<file path="config.mk">
export PLATFORM = sky130hd
export DESIGN_NAME = reaction_stimulus_flat
export DESIGN_NICKNAME = d
export VERILOG_FILES = /design/src/rtl/reaction_stimulus_if.sv /design/src/rtl/reaction_stimulus.sv /design/src/flat_wrapper.sv
export SDC_FILE = /design/constraint.sdc
export NUM_CORES = 1
export LEC_CHECK = 0
export BUFFER_PORTS_ARGS = -buffer_cell sky130_fd_sc_hd__buf_2
export CAP_MARGIN = 20
export CORE_MARGIN = 2
export CORE_UTILIZATION = 45
export DETAILED_ROUTE_END_ITERATION = 12
export PLACE_DENSITY = 0.58
export SLEW_MARGIN = 30
export SYNTH_ARGS = -nofsm -noshare
export SYNTH_HDL_FRONTEND = slang
export SYNTH_SLANG_ARGS = --single-unit
</file>
<file path="constraint.sdc">
create_clock -name Clock -period 2.22 [get_ports Clock]
set_input_delay 0 -clock Clock [delete_from_list [all_inputs] [get_ports Clock]]
set_output_delay 0 -clock Clock [all_outputs]
set_load 0.05 [all_outputs]
</file>
<file path="src/rtl/reaction_stimulus_if.sv">
// Signal bundle between the reaction-timer front end and its environment.
// There is no valid/ready handshake on this bundle: Startn and Pushn_raw are
// raw level inputs, c9 and w are single-cycle pulses, and Pushn, Busy and
// dbg_state are levels that are valid in every cycle.
interface reaction_stimulus_if;
    logic       Startn;
    logic       Pushn_raw;
    logic       c9;
    logic       w;
    logic       Pushn;
    logic       Busy;
    logic [1:0] dbg_state;

    modport master (output Startn, Pushn_raw, input c9, w, Pushn, Busy, dbg_state);
    modport slave  (input Startn, Pushn_raw, output c9, w, Pushn, Busy, dbg_state);
endinterface

</file>
<file path="src/rtl/reaction_stimulus.sv">
// Reaction-timer front end: 100 Hz tick prescaler, free-running LFSR,
// button synchronisers/debouncers and the trial-sequencing FSM that issues
// a randomly delayed start pulse w.
module reaction_stimulus #(
    parameter int DIV        = 500000,
    parameter int MIN_DELAY  = 100,
    parameter int RANGE_BITS = 8,
    parameter int DEB_TICKS  = 2
) (
    input  logic                Clock,
    input  logic                Resetn,
    reaction_stimulus_if.slave  bus
);
    localparam int PW      = (DIV > 1) ? $clog2(DIV) : 1;
    localparam int CW      = $clog2(DEB_TICKS + 1);
    localparam int DW_NEED = $clog2(MIN_DELAY + (1 << RANGE_BITS)) + 1;
    localparam int DW      = (DW_NEED > RANGE_BITS + 8) ? DW_NEED : RANGE_BITS + 8;
    localparam logic [15:0] LFSR_SEED = 16'hACE1;

    typedef enum logic [1:0] {
        IDLE  = 2'd0,
        WAIT  = 2'd1,
        FIRE  = 2'd2,
        ARMED = 2'd3
    } state_t;

    // Index 0 is the start button, index 1 the response button.
    logic [PW-1:0]        presc_q, presc_d;
    logic                 c9;
    logic [15:0]          lfsr_q, lfsr_d;
    logic [1:0]           sync1_q, sync1_d;
    logic [1:0]           sync2_q, sync2_d;
    logic [1:0]           db_q, db_d;
    logic [1:0][CW-1:0]   run_q, run_d;
    state_t               state_q, state_d;
    logic [DW-1:0]        delay_q, delay_d;
    logic                 w_q, w_d;
    logic                 busy_q, busy_d;
    logic                 press;

    // Prescaler wraps at DIV-1; the tick is the decode of that terminal count.
    always_comb begin
        c9      = (presc_q == PW'(DIV - 1));
        presc_d = c9 ? '0 : presc_q + 1'b1;
    end

    // LFSR (taps 16,14,13,11) and the two-flop button synchronisers.
    always_comb begin
        lfsr_d  = {lfsr_q[14:0], lfsr_q[15] ^ lfsr_q[13] ^ lfsr_q[12] ^ lfsr_q[10]};
        sync1_d = {bus.Pushn_raw, bus.Startn};
        sync2_d = sync1_q;
    end

    // Debounce: count consecutive tick samples that differ from the output.
    always_comb begin
        db_d  = db_q;
        run_d = run_q;
        for (int i = 0; i < 2; i++) begin
            if (c9) begin
                if (sync2_q[i] != db_q[i]) begin
                    if (run_q[i] == CW'(DEB_TICKS - 1)) begin
                        db_d[i]  = sync2_q[i];
                        run_d[i] = '0;
                    end else begin
                        run_d[i] = run_q[i] + 1'b1;
                    end
                end else begin
                    run_d[i] = '0;
                end
            end
        end
        press = db_q[0] & ~db_d[0];
    end

    // Trial sequencer: a pending early press (cheat) overrides the final tick.
    always_comb begin
        state_d = state_q;
        delay_d = delay_q;
        case (state_q)
            IDLE: begin
                if (press) begin
                    delay_d = DW'(MIN_DELAY) + DW'(lfsr_q[RANGE_BITS-1:0]);
                    state_d = WAIT;
                end
            end
            WAIT: begin
                if (!db_q[1]) begin
                    state_d = IDLE;
                end else if (c9) begin
                    delay_d = delay_q - 1'b1;
                    if (delay_q == DW'(1)) begin
                        state_d = FIRE;
                    end
                end
            end
            FIRE: begin
                state_d = ARMED;
            end
            ARMED: begin
                if (!db_q[1]) begin
                    state_d = IDLE;
                end
            end
            default: begin
                state_d = IDLE;
            end
        endcase
        w_d    = (state_d == FIRE);
        busy_d = (state_d != IDLE);
    end

    // State register for all of the above, with synchronous active-low reset.
    always_ff @(posedge Clock) begin
        if (!Resetn) begin
            presc_q <= '0;
            lfsr_q  <= LFSR_SEED;
            sync1_q <= 2'b11;
            sync2_q <= 2'b11;
            db_q    <= 2'b11;
            run_q   <= '0;
            state_q <= IDLE;
            delay_q <= '0;
            w_q     <= 1'b0;
            busy_q  <= 1'b0;
        end else begin
            presc_q <= presc_d;
            lfsr_q  <= lfsr_d;
            sync1_q <= sync1_d;
            sync2_q <= sync2_d;
            db_q    <= db_d;
            run_q   <= run_d;
            state_q <= state_d;
            delay_q <= delay_d;
            w_q     <= w_d;
            busy_q  <= busy_d;
        end
    end

    assign bus.c9        = c9;
    assign bus.w         = w_q;
    assign bus.Pushn     = db_q[1];
    assign bus.Busy      = busy_q;
    assign bus.dbg_state = state_q;
endmodule
</file>
<file path="src/flat_wrapper.sv">
// flat-port wrapper written by rule: the top's interface ports become plain ports
module reaction_stimulus_flat 
#(
    parameter int DIV        = 500000,
    parameter int MIN_DELAY  = 100,
    parameter int RANGE_BITS = 8,
    parameter int DEB_TICKS  = 2
)
  (Clock, Resetn, bus_Startn, bus_Pushn_raw, bus_c9, bus_w, bus_Pushn, bus_Busy, bus_dbg_state);
  reaction_stimulus_if bus_i ();
  input  logic Clock;
  input  logic Resetn;
  input wire logic [$bits(bus_i.Startn)-1:0] bus_Startn;
  input wire logic [$bits(bus_i.Pushn_raw)-1:0] bus_Pushn_raw;
  output wire logic [$bits(bus_i.c9)-1:0] bus_c9;
  output wire logic [$bits(bus_i.w)-1:0] bus_w;
  output wire logic [$bits(bus_i.Pushn)-1:0] bus_Pushn;
  output wire logic [$bits(bus_i.Busy)-1:0] bus_Busy;
  output wire logic [$bits(bus_i.dbg_state)-1:0] bus_dbg_state;
  assign bus_i.Startn = bus_Startn;
  assign bus_i.Pushn_raw = bus_Pushn_raw;
  assign bus_c9 = bus_i.c9;
  assign bus_w = bus_i.w;
  assign bus_Pushn = bus_i.Pushn;
  assign bus_Busy = bus_i.Busy;
  assign bus_dbg_state = bus_i.dbg_state;
  reaction_stimulus #(.DIV(DIV), .MIN_DELAY(MIN_DELAY), .RANGE_BITS(RANGE_BITS), .DEB_TICKS(DEB_TICKS)) u_core (.Clock(Clock), .Resetn(Resetn), .bus(bus_i));
endmodule
</file>
**Word level (Yosys, flattened, before mapping)**

Cells that the tools add are included.

- Flip-flop bits (word level): 65
- Input port bits: 4
- Output and inout bits: 6
- Logic and storage cells: 59

- $add $sub $neg: 5
- Eq/ne operators: 13
- Muxes and demuxes: 17
- Bitwise operators: 6
- Reduce and logical (&&, ||, !) cells: 6

Operators by type and width:

| operator | count |
|---|---|
| 2-to-1 mux 16 bit | 3 |
| one-hot mux 16 bit (2 select lines) | 1 |
| adder 19 x 1 -> 19 bit, second input constant | 1 |
| equality test 19 bit, second input constant | 1 |
| 2-to-1 mux 2 bit | 9 |
| equality test 16 x 1 -> 1 bit, second input constant | 1 |
| subtractor 16 x 1 -> 16 bit, second input constant | 1 |
| adder 7 x 8 -> 9 bit, first input constant | 1 |
| one-hot mux 2 bit (4 select lines) | 1 |
| equality test 2 x 1 -> 1 bit, second input constant | 3 |
| equality test 2 bit, second input constant | 3 |
| adder 2 x 1 -> 2 bit, second input constant | 2 |
| inequality test 2 x 1 -> 1 bit, second input constant | 2 |
| AND reduction 4 bit | 1 |
| nonzero test 2 bit | 2 |
| 2-to-1 mux 1 bit | 3 |
| AND reduction 3 bit | 1 |
| bitwise XOR 1 bit | 3 |
| logical NOT 2 bit | 1 |
| inequality test 1 bit | 2 |
| inequality test 2 bit, second input constant | 1 |
| NOT 1 bit | 2 |
| OR reduction 2 bit | 1 |
| AND 1 bit | 1 |

**Longest topological paths before layout**

Gate-level depths: netlist (run 1).

- Word-level depth: 9
- Mapped depth: 8
- Gate-level depth less buffers: 7

**Worst setup path after synthesis (run 1)**

Ideal clock, no wire load.

- Kind: reg-to-reg
- Start point: register u_core.presc_q[0]
- End point: register u_core.w_q, in the netlist u_core.bus.w
- Setup time: 0.079 ns
- Arrival: 1.898 ns
- Required time: 2.141 ns
- Setup slack: 0.243 ns
- Cell stages (with the launch flop): 8
- Buffers on the path: 1
- Clock period less this slack: 1.977 ns
- Cell sequence: dfxtp_1 > ha_1 > and4_1 > clkbuf_1 > and4_4 > and4_1 > nand2_1 > nor3_1

- Longest elaborated chain between the ends: 7
- Elaborated cells on any way between the ends: 9
- Classes of those cells: eq/ne: 2; mux: 5; bitwise: 2

RTL lines:

| what | line | RTL |
|---|---|---|
| start, declared | reaction_stimulus.sv:28 | `logic [PW-1:0] presc_q, presc_d;` |
| start signal, assigned | reaction_stimulus.sv:126 | `presc_q <= presc_d;` |
| equality test 19 bit (*) | reaction_stimulus.sv:43 | `c9 = (presc_q == PW'(DIV - 1));` |
| via bus_c9 | flat_wrapper.sv:15 | `output wire logic [$bits(bus_i.c9)-1:0] bus_c9;` |
| 2-to-1 mux 1 bit | reaction_stimulus.sv:59 | `if (c9) begin` |
| NOT 1 bit | reaction_stimulus.sv:72 | `press = db_q[0] & ~db_d[0];` |
| AND 1 bit | reaction_stimulus.sv:72 |  |
| 2-to-1 mux 2 bit | reaction_stimulus.sv:81 | `if (press) begin` |
| one-hot mux 2 bit (4 select lines) (*) | reaction_stimulus.sv:79 | `case (state_q)` |
| equality test 2 bit (*) | reaction_stimulus.sv:108 | `w_d = (state_d == FIRE);` |
| end signal, assigned | reaction_stimulus.sv:134 | `w_q <= w_d;` |
| end, declared | reaction_stimulus.sv:37 | `logic w_q, w_d;` |

Mark *: on every way through the listed nets, which the timed path passes. The rest lies on a longest branch.
A chain may end at the register's enable or synchronous reset.

**Final worst setup path (run 1)**

- Start point: register u_core.delay_q[0]
- End point: register u_core.delay_q[11]

- Longest elaborated chain between the ends: 4

RTL lines:

| what | line | RTL |
|---|---|---|
| start, declared | reaction_stimulus.sv:36 | `logic [DW-1:0] delay_q, delay_d;` |
| start signal, assigned | reaction_stimulus.sv:133 | `delay_q <= delay_d;` |
| subtractor 16 x 1 -> 16 bit | reaction_stimulus.sv:90 | `delay_d = delay_q - 1'b1;` |
| 2-to-1 mux 16 bit | reaction_stimulus.sv:89 | `end else if (c9) begin` |
| 2-to-1 mux 16 bit | reaction_stimulus.sv:87 | `if (!db_q[1]) begin` |
| one-hot mux 16 bit (2 select lines) | reaction_stimulus.sv:79 |  |

Every way passes these cells. The select of a mux whose other input is x is not followed.

==> results of run 1 <==
cell usage in the layout (no fill, tap or decap), types with 3 or more instances in the layout:
| cell | count |
|---|---|
| dfxtp_1 | 65 |
| nor2_1 | 38 |
| nand2_1 | 24 |
| nand3_1 | 18 |
| o21ai_0 | 18 |
| a21oi_1 | 17 |
| xnor2_1 | 15 |
| nand2b_1 | 15 |
| nor3_1 | 13 |
| buf_4 | 13 |
| and2_1 | 10 |
| clkbuf_8 | 10 |
| xor2_1 | 9 |
| buf_2 | 9 |
| a21boi_1 | 7 |
| inv_1 | 6 |
| and3_1 | 6 |
| nand4_1 | 5 |
| ha_1 | 4 |
| and4_1 | 3 |
| nor4b_1 | 3 |
| or4_1 | 3 |
| or3_1 | 3 |
| nor4_1 | 3 |
| nor2b_1 | 3 |
| o211ai_1 | 3 |
| bufinv_16 | 3 |
| dlygate4sd3_1 | 3 |
final cells by class:
| cell class | count | area [um2] | area share [%] |
|---|---|---|---|
| repair buffers | 25 | 173 | 5.11 |
| multi-input cells | 252 | 1530 | 45.4 |
| clock inverters | 6 | 115 | 3.41 |
| clock buffers | 10 | 138 | 4.07 |
| flip-flops and latches | 65 | 1300 | 38.5 |
| well taps | 77 | 96.3 | 2.85 |
| inverters | 6 | 22.5 | 0.667 |
power by group:
group / internal (W) / leakage, nW / switching (W)
registers: 0.00119 / 0.530 / 0.0000197
clock network: 0.000780 / 0.123 / 0.000474
logic: 0.0000407 / 0.621 / 0.0000412
total: 0.00202 / 1.27 / 0.000535
worst max-delay path, stage by stage, from the launching register on:
cell     delay (ns)
dfxtp_1        0.35
or4_4          0.58
or3_4          0.37
or4_1          0.48
a21oi_1        0.15
per-layer routing:
metal  part of all wire [%]  up-vias
li1                       -     1224
met1                     54     1110
met2                     41       29
met3                    3.2       10
met4                    1.8        0
met5                      0        -
worst paths after layout:
check | startpoint | to | slack (ns)
setup / recovery | u_core.delay_q[0]$_SDFFE_PN0P_ | u_core.delay_q[11]$_SDFFE_PN0P_ | 0.23
hold / removal | bus_Pushn_raw | u_core.sync1_q[1]$_SDFF_PN1_ | 0.38
setup reg to reg | u_core.delay_q[0]$_SDFFE_PN0P_ | u_core.delay_q[11]$_SDFFE_PN0P_ | 0.23
hold reg to reg | u_core.lfsr_q[14]$_SDFF_PN0_ | u_core.lfsr_q[15]$_SDFF_PN1_ | 0.41
logic make-up after synthesis:
group | synth area share, %
buffers and inverters | 2.87
muxes | 0.686
adders and majority gates | 1.72
AOI/OAI and AO/OA | 12.7
xor gates and xnor gates | 7.20
and+or+nand+nor | 30.2
DFF | 44.6
stage by stage:
step / setup WS (ns) / area (um2) / power, W / util, %
floorplan: 0.243 / 2920 / 0.00130 / -
finish: 0.229 / 3380 / 0.00255 / 53.5
global route: 0.140 / 3380 / 0.00265 / 53.5
global placement: 0.282 / 3100 / 0.00132 / 49.0
detailed placement: 0.244 / 3100 / 0.00132 / 49.0
CTS: 0.232 / 3380 / 0.00258 / 53.5
sequential cells by signal (all words and copies together) (netlist names):
signal	flops
u_core.bus.dbg_state	2
u_core.delay_q	16
u_core.run_q	4
u_core.db_q	2
u_core.bus.w	1
u_core.sync1_q	2
u_core.lfsr_q	16
u_core.sync2_q	2
u_core.bus.Busy	1
u_core.presc_q	19
timing repair:
item	CTS	global route
gates resized for setup	0	0
hold buffers	3	0
endpoints found under the setup margin	0	0
setup buffers	0	0
hold endpoints to repair	4	0
==> metrics, run 1 <==
outcome complete, no violations; Slew headroom about 66%; CP required roughly 2.5 ns; TritonCTS Buffers 9; DR iter-0 viols between 100 and 150; GR Util All Layers between 10% and 20%; crit share post-route 89.7%; routed len/inst 13.6 um; clock latency on the worst-skew pair ~0.35 ns; PortBufs 9; gpl congestion 0.771; Syn Std Cell Area just under 3000 um2; final net count between 300 and 400; post-synthesis sequential area ratio about 45%; final hold violation count 0; post-route ant nets 0; setup violators final 0; clock tree buffer depth 2; fill cell count just under 600; Yosys top cell area share between 40 and 50%; WL final between 5000 and 6000 um; busiest layer in global routing met1; Worst Reg2Reg Path Length in Cells 4; initial antenna violation count 0; Chip Height 84.5 um; M3 GR Usage 6.00%; critical-path maximum fanout 6; share of cells above drive strength 1 12.6%; pin count of the biggest net entering global routing 41; synth cell count leaders dfxtp_1, nor2_1, nand2_1; Max Fclk between 500 and 600 MHz; Synth Flop Type dfxtp_1; Mapped Cells about 340; CTS Root Cell clkbuf_8; synth-to-layout area growth 15.8%; initial core utilization a little under half; met2 Resource Use GR about a quarter; Crit path arrival time around 2.3 ns; Power Dens Cells approximately 750 nW/um2; clk slew on worst S/H paths about 0.070 ns; Core Region roughly 6300 um2; Placed Cells approximately 420; count leader, synth dfxtp_1; vias per std cell 5.38; crit end category flip-flop; Rows 29; startpoint types flip-flop; fin cells 441; worst-margin pin slew 0.503 ns; Die Area just over 7000 um2; GR Util met1 between 20 and 30%; Synth Register Bits 65; first-pass GRT wire length 10300 um; top cells by area, synth dfxtp_1, nor2_1, xnor2_1; Syn. warnings 0; Setup CP Type reg -> reg; # DRC 0; I/O pins 10; RSZ-0062 raised after global routing no; DR pass1 iterations 4; H-tree levels 3; vias in the first global route between 2000 and 2500; clock tree from TritonCTS done; setup TNS 0 ns; DP Wirelength between 4000 and 5000 um; gr ovfl total 0; CTS sink cnt 65; via count between 2000 and 2500; clk_skew ~0.011 ns; syn nets approximately 340; Die Wd roughly 85 um; diode count 0; hold slack approximately 0.38 ns; Slew Viols, Final 0; Hold Path Cell Cnt 3; MaxCap Viol Count 0; asr flop ratio synth 0%; Post-synth EDFFs 0; Final min period between 1.5 and 2 ns; Hold Path Class in -> reg; Synth area leader dfxtp_1; Lkg Pwr between 1 and 1.5 nW; VDD IR-drop max approximately 380 uV; synthesized area per cell roughly 8.7 um2; Synth cell types 53
Power figures use the tool's default switching activity.
==> run 2: changes to the inputs <==
--- a/config.mk
+++ b/config.mk
@@ -11,6 +11,7 @@
 export CORE_UTILIZATION = 45
 export DETAILED_ROUTE_END_ITERATION = 12
 export PLACE_DENSITY = 0.58
+export SETUP_SLACK_MARGIN = 0.5
 export SLEW_MARGIN = 30
 export SYNTH_ARGS = -nofsm -noshare
 export SYNTH_HDL_FRONTEND = slang
==> metrics, run 2 (synthesized netlist as in run 1, its figures left out) <==
outcome complete, no violations; DP Wirelength 4090 um; Biggest register u_core.presc_q; DR pass1 iterations 5; clock tree buffer depth 2; crit share post-route 84.3%; CP required about 2.5 ns; worst-margin pin slew 0.725 ns; Setup CP Type reg -> reg; Max Fclk 534 MHz; RSZ-0062 raised after global routing yes; switching pwr around 0.00053 W; DR iter-0 viols roughly 150; Core Region 6310 um2; Final min period roughly 1.9 ns; Slew headroom 51.6%; final hold violation count 0; critical-path maximum fanout 3; Slew Viols, Final 0; gpl congestion about 0.78; first-pass GRT wire length 11100 um; gr ovfl total 0; setup TNS 0 ns; diode count 0; power share of the combinational group about 3.9%; share of cells above drive strength 1 between 20% and 30%; clock tree from TritonCTS done; Clock power frac between 40% and 50%; Crit path arrival time around 2.2 ns; via count roughly 2500; Die Wd ~85 um; reg-to-reg setup timing slack about 0.35 ns; largest delay contributor family on the critical path simple AND/OR/NAND/NOR gates; VDD IR-drop max between 300 and 400 uV; startpoint types flip-flop; routed len/inst 14.5 um; biggest regs u_core.presc_q: 19 flops, u_core.delay_q: 16 flops, u_core.lfsr_q: 16 flops; H-tree levels 3; CP peak stage delay 0.51 ns; CTS sink cnt 65; Placed Area approximately 3100 um2; WL final between 6000 and 7000 um; setup violators final 0; pin count of the biggest net entering global routing 46; Die Area slightly above 7000 um2; most common cell after layout, fill and taps aside dfxtp_1; clk_skew approximately 0.011 ns; initial antenna violation count 0; Chip Height between 80 and 90 um; clk slew on worst S/H paths roughly 0.07 ns; Hold Path Class in -> reg; Seq pwr share 52.3%; Rows 29; hold slack about 0.16 ns; initial core utilization around 46%; sw frac 23.0%; most used cell, CP or4_4; CTS Root Cell clkbuf_8; CP Buf/Inv Count 0; Cell Int Power between 0.0015 and 0.002 W; crit end category flip-flop; worst path cell trace or4_4 -> or3_4 -> or4_4 -> a21oi_2; Lkg Pwr between 1 and 1.5 nW; final net count 383; post-route cell area ~3700 um2; # DRC 0; Power Dens Cells roughly 620 nW/um2; GR Util All Layers roughly 19%; clock latency on the worst-skew pair 0.35 ns; PortBufs 9; max reg flops 19; MaxCap Viol Count 0; slowest CP cell or4_4; vias per std cell approximately 5.4; commonest cells after routing, fill and taps aside dfxtp_1, nor2_1, buf_4; I/O pins 10; TritonCTS Buffers 9; post-route ant nets 0; vias in the first global route between 2000 and 2500; synth-to-layout area growth 27.6%
==> run 2: area by class of cell <==
| cell class | count | area (um2) |
|---|---|---|
| timing repair buffer | 41 | 319 |
| multi-input combinational | 252 | 1760 |
| clock buffer | 11 | 141 |
| tap | 77 | 96.3 |
| sequential | 65 | 1330 |
| clock inverter | 5 | 55.1 |
| fill | 573 | 2590 |
| inverter | 6 | 22.5 |
==> run 2: worst register-to-register path: cells and delay by family, from the launching register on <==
kind             cells  cell delay, ns
flip-flops           1            0.35
AND/OR/NAND/NOR      3            1.32
AO/OA/AOI/OAI        1            0.14
==> run 2: power by group through the flow <==
stage / Sequential (W) / Clock (W) / Combinational, W
finish: 0.00121 / 0.00101 / 0.0000896
global route: 0.00122 / 0.00109 / 0.000105
CTS: 0.00121 / 0.00105 / 0.0000896
detailed placement: 0.00124 / 0 / 0.0000788
global placement: 0.00124 / 0 / 0.0000783
floorplan: 0.00124 / 0 / 0.0000634
==> run 2: timing repair <==
action                     in CTS  in global routing
gates cloned                    0                  0
hold endpoints to repair        2                  0
buffers inserted                9                  8
pin swaps                       8                 18
gates resized for setup        26                 38
hold buffers                    2                  0
setup endpoints to repair      25                 38
==> run 2: worst paths after layout <==
check / start / end / depth (start not counted)
worst min register to register: u_core.sync1_q[0]$_SDFF_PN1_ / u_core.sync2_q[0]$_SDFF_PN1_ / 1
worst max-delay path: u_core.delay_q[0]$_SDFFE_PN0P_ / u_core.delay_q[15]$_SDFFE_PN0P_ / 4
worst min-delay path: Resetn / u_core.lfsr_q[0]$_SDFF_PN1_ / 2
worst max register to register: u_core.delay_q[0]$_SDFFE_PN0P_ / u_core.delay_q[15]$_SDFFE_PN0P_ / 4
==> run 2: layer usage <==
metal  GRT usage, %  part of all wire [%]  vias up
li1               -                     -     1263
met1           28.4                    49     1166
met2           26.8                    46       45
met3           4.82                   3.9        8
met4           8.23                   1.1        0
met5              0                     0        -
==> run 2: per-stage QoR <==
| stage | power (W) | utilization [%] | std cells | setup slack, ns |
|---|---|---|---|---|
| after detailed placement | 0.00132 | 49.7 | 422 | 0.242 |
| after CTS | 0.00235 | 56.0 | 449 | 0.288 |
| after global routing | 0.00241 | 59.0 | 457 | 0.311 |
| after global placement | 0.00132 | 49.7 | 422 | 0.286 |
| final | 0.00232 | 59.0 | 457 | 0.349 |
| after floorplan | 0.00130 | - | 336 | 0.336 |
==> run 3: changes to the inputs <==
--- a/config.mk
+++ b/config.mk
@@ -10,7 +10,7 @@
 export CORE_MARGIN = 2
 export CORE_UTILIZATION = 45
 export DETAILED_ROUTE_END_ITERATION = 12
-export PLACE_DENSITY = 0.58
+export PLACE_DENSITY = 0.6
 export SETUP_SLACK_MARGIN = 0.5
 export SLEW_MARGIN = 30
 export SYNTH_ARGS = -nofsm -noshare
==> constraint.sdc (replaced) <==
create_clock -name Clock -period 1.55 [get_ports Clock]
set_input_delay 0 -clock Clock [delete_from_list [all_inputs] [get_ports Clock]]
set_output_delay 0 -clock Clock [all_outputs]
set_load 0.05 [all_outputs]
==> metrics, run 3 (synthesized netlist as in run 1, its figures left out) <==
H-tree levels 3; CTS Root Cell clkbuf_8; # DRC 0; RSZ-0062 raised after global routing yes; Setup WS post-layout -0.348 ns; clk slew on worst S/H paths 0.08 ns; CP peak stage delay approximately 0.52 ns; Hold Path Class in -> reg; routed len/inst 15.4 um; I/O pins 10; final net count ~450; Slew Viols, Final 0; hold worst-path end u_core.sync1_q[0]$_SDFF_PN1_; reg-to-reg setup timing slack -0.35 ns; most common cell after layout, fill and taps aside buf_4; critical-path maximum fanout 3; first-pass GRT wire length about 13000 um; Power Dens Cells 743 nW/um2; share of cells above drive strength 1 49.8%; clk_skew roughly 0.012 ns; failing checks setup timing; Worst Setup Slack post-DPL -0.348 ns; fill cell count approximately 430; DP Wirelength approximately 4700 um; CP Buf/Inv Count 0; TritonCTS Buffers 9; vias per std cell ~5.3; worst-margin pin slew 0.541 ns; Reg2Reg Capture Point u_core.delay_q[15]$_SDFFE_PN0P_; MaxCap Viol Count 0; slowest CP cell or4_4; Hold Path Cell Cnt 2; Sequential Area 1320 um2; DR iter-0 viols approximately 130; gpl congestion roughly 0.82; biggest regs u_core.presc_q: 19 flops, u_core.delay_q: 16 flops, u_core.lfsr_q: 16 flops; pin count of the biggest net entering global routing 32; max reg flops 19; Biggest register u_core.presc_q; Die Area between 7000 and 8000 um2; startpoint types flip-flop; CTS sink cnt between 60 and 70; crit share post-route 122%; clock latency on the worst-skew pair 0.35 ns; VDD IR-drop max between 600 and 700 uV; PortBufs 9; gr ovfl total 0; setup violators final 43; Core Region 6310 um2; synth-to-layout area growth 62.8%; largest delay contributor family on the critical path simple AND/OR/NAND/NOR gates; Worst R2R Start u_core.delay_q[1]$_SDFFE_PN0P_; area of the multi-input gates between 2000 and 2500 um2; clock tree buffer depth 2; crit end category flip-flop; power consumption between 0.003 and 0.004 W; outcome finished, violations left; commonest cells after routing, fill and taps aside buf_4, dfxtp_1, buf_6; Lkg Pwr 1.87 nW; clock tree from TritonCTS done; Hold Path Origin Resetn; diode count 0; Rows 29; via count ~2800; initial antenna violation count 0; Finished Core Util 75.2%; Worst Reg2Reg Path Length in Cells 4; CP required 1.83 ns; Max Fclk around 530 MHz; worst path cell trace or4_4 -> or3_4 -> or4_1 -> a21oi_1; Chip Height ~85 um; final hold violation count 0; DR pass1 iterations 4; post-route ant nets 0; Slew headroom a little under two thirds; initial core utilization between 40% and 50%; Setup CP Type reg -> reg; WL final 8110 um; vias in the first global route roughly 2700; GR Util All Layers 22.4%; hold slack roughly 0.093 ns; Crit path arrival time roughly 2.2 ns; Final min period 1.90 ns; Die Wd ~85 um
run 3: cell types whose count changed in the layout (fill, tap and decap cells not counted), moves of 6 or more:
cell and change:
o21ai_2 +6, o21ai_0 -10, nor2_4 +13, buf_4 +42, nand3_1 -6, buf_6 +22
nor2_2 +6, nor2_1 -19
run 3: worst max path at each step:
stage | endpoint | cells past startpoint | startpoint
6_report | u_core.delay_q[15]$_SDFFE_PN0P_ | 4 | u_core.delay_q[1]$_SDFFE_PN0P_
4_1_cts | u_core.delay_q[15]$_SDFFE_PN0P_ | 4 | u_core.delay_q[1]$_SDFFE_PN0P_
3_3_place_gp | u_core.delay_q[15]$_SDFFE_PN0P_ | 4 | u_core.delay_q[1]$_SDFFE_PN0P_
5_1_grt | u_core.delay_q[15]$_SDFFE_PN0P_ | 4 | u_core.delay_q[1]$_SDFFE_PN0P_
3_5_place_dp | u_core.delay_q[15]$_SDFFE_PN0P_ | 4 | u_core.delay_q[1]$_SDFFE_PN0P_
2_1_floorplan | u_core.delay_q[15]$_SDFFE_PN0P_ | 4 | u_core.delay_q[0]$_SDFFE_PN0P_
run 3: area by class of cell:
type                    count  area share (%)
clock buffers              12            3.71
inverters                   6           0.579
multi-input cells         253            43.0
well taps                  77            2.03
clock inverters             4            1.00
repair buffers            110            21.8
flip-flops and latches     65            27.8
run 3: through the flow:
stage          area [um2]  std cells  TNS, ns
2_1_floorplan        3060        336    -2.84
3_3_place_gp         3720        482    -2.46
3_5_place_dp         3720        482    -3.23
4_1_cts              4420        515    -3.02
5_1_grt              4750        527    -7.89
6_report             4750        527    -5.79
run 3: report_power, final:
part / total (W) / internal [W] / switching (W)
clock: 0.00161 / 0.000923 / 0.000690
sequential: 0.00174 / 0.00171 / 0.0000269
combinational: 0.000181 / 0.0000907 / 0.0000899
total: 0.00353 / 0.00272 / 0.000807
run 3: layer usage:
| layer | track usage, % | vias up | wire, um |
|---|---|---|---|
| li1 | - | 1401 | - |
| met1 | 29.2 | 1352 | 3760 |
| met2 | 35.0 | 47 | 3950 |
| met3 | 4.82 | 14 | 238 |
| met4 | 11.1 | 0 | 163 |
| met5 | 0 | - | 0 |
run 3: what timing repair did:
action,in CTS,in global routing
setup endpoints to repair,48,47
cloned,3,0
hold endpoints to repair,2,0
setup buffers,12,12
gates resized for setup,82,58
pin swaps,26,40
hold buffers,2,0
run 3: worst register-to-register path: stages, from the launching register on:
cell     delay [ns]
dfxtp_2        0.32
or4_4          0.52
or3_4          0.38
or4_1          0.47
a21oi_1        0.14
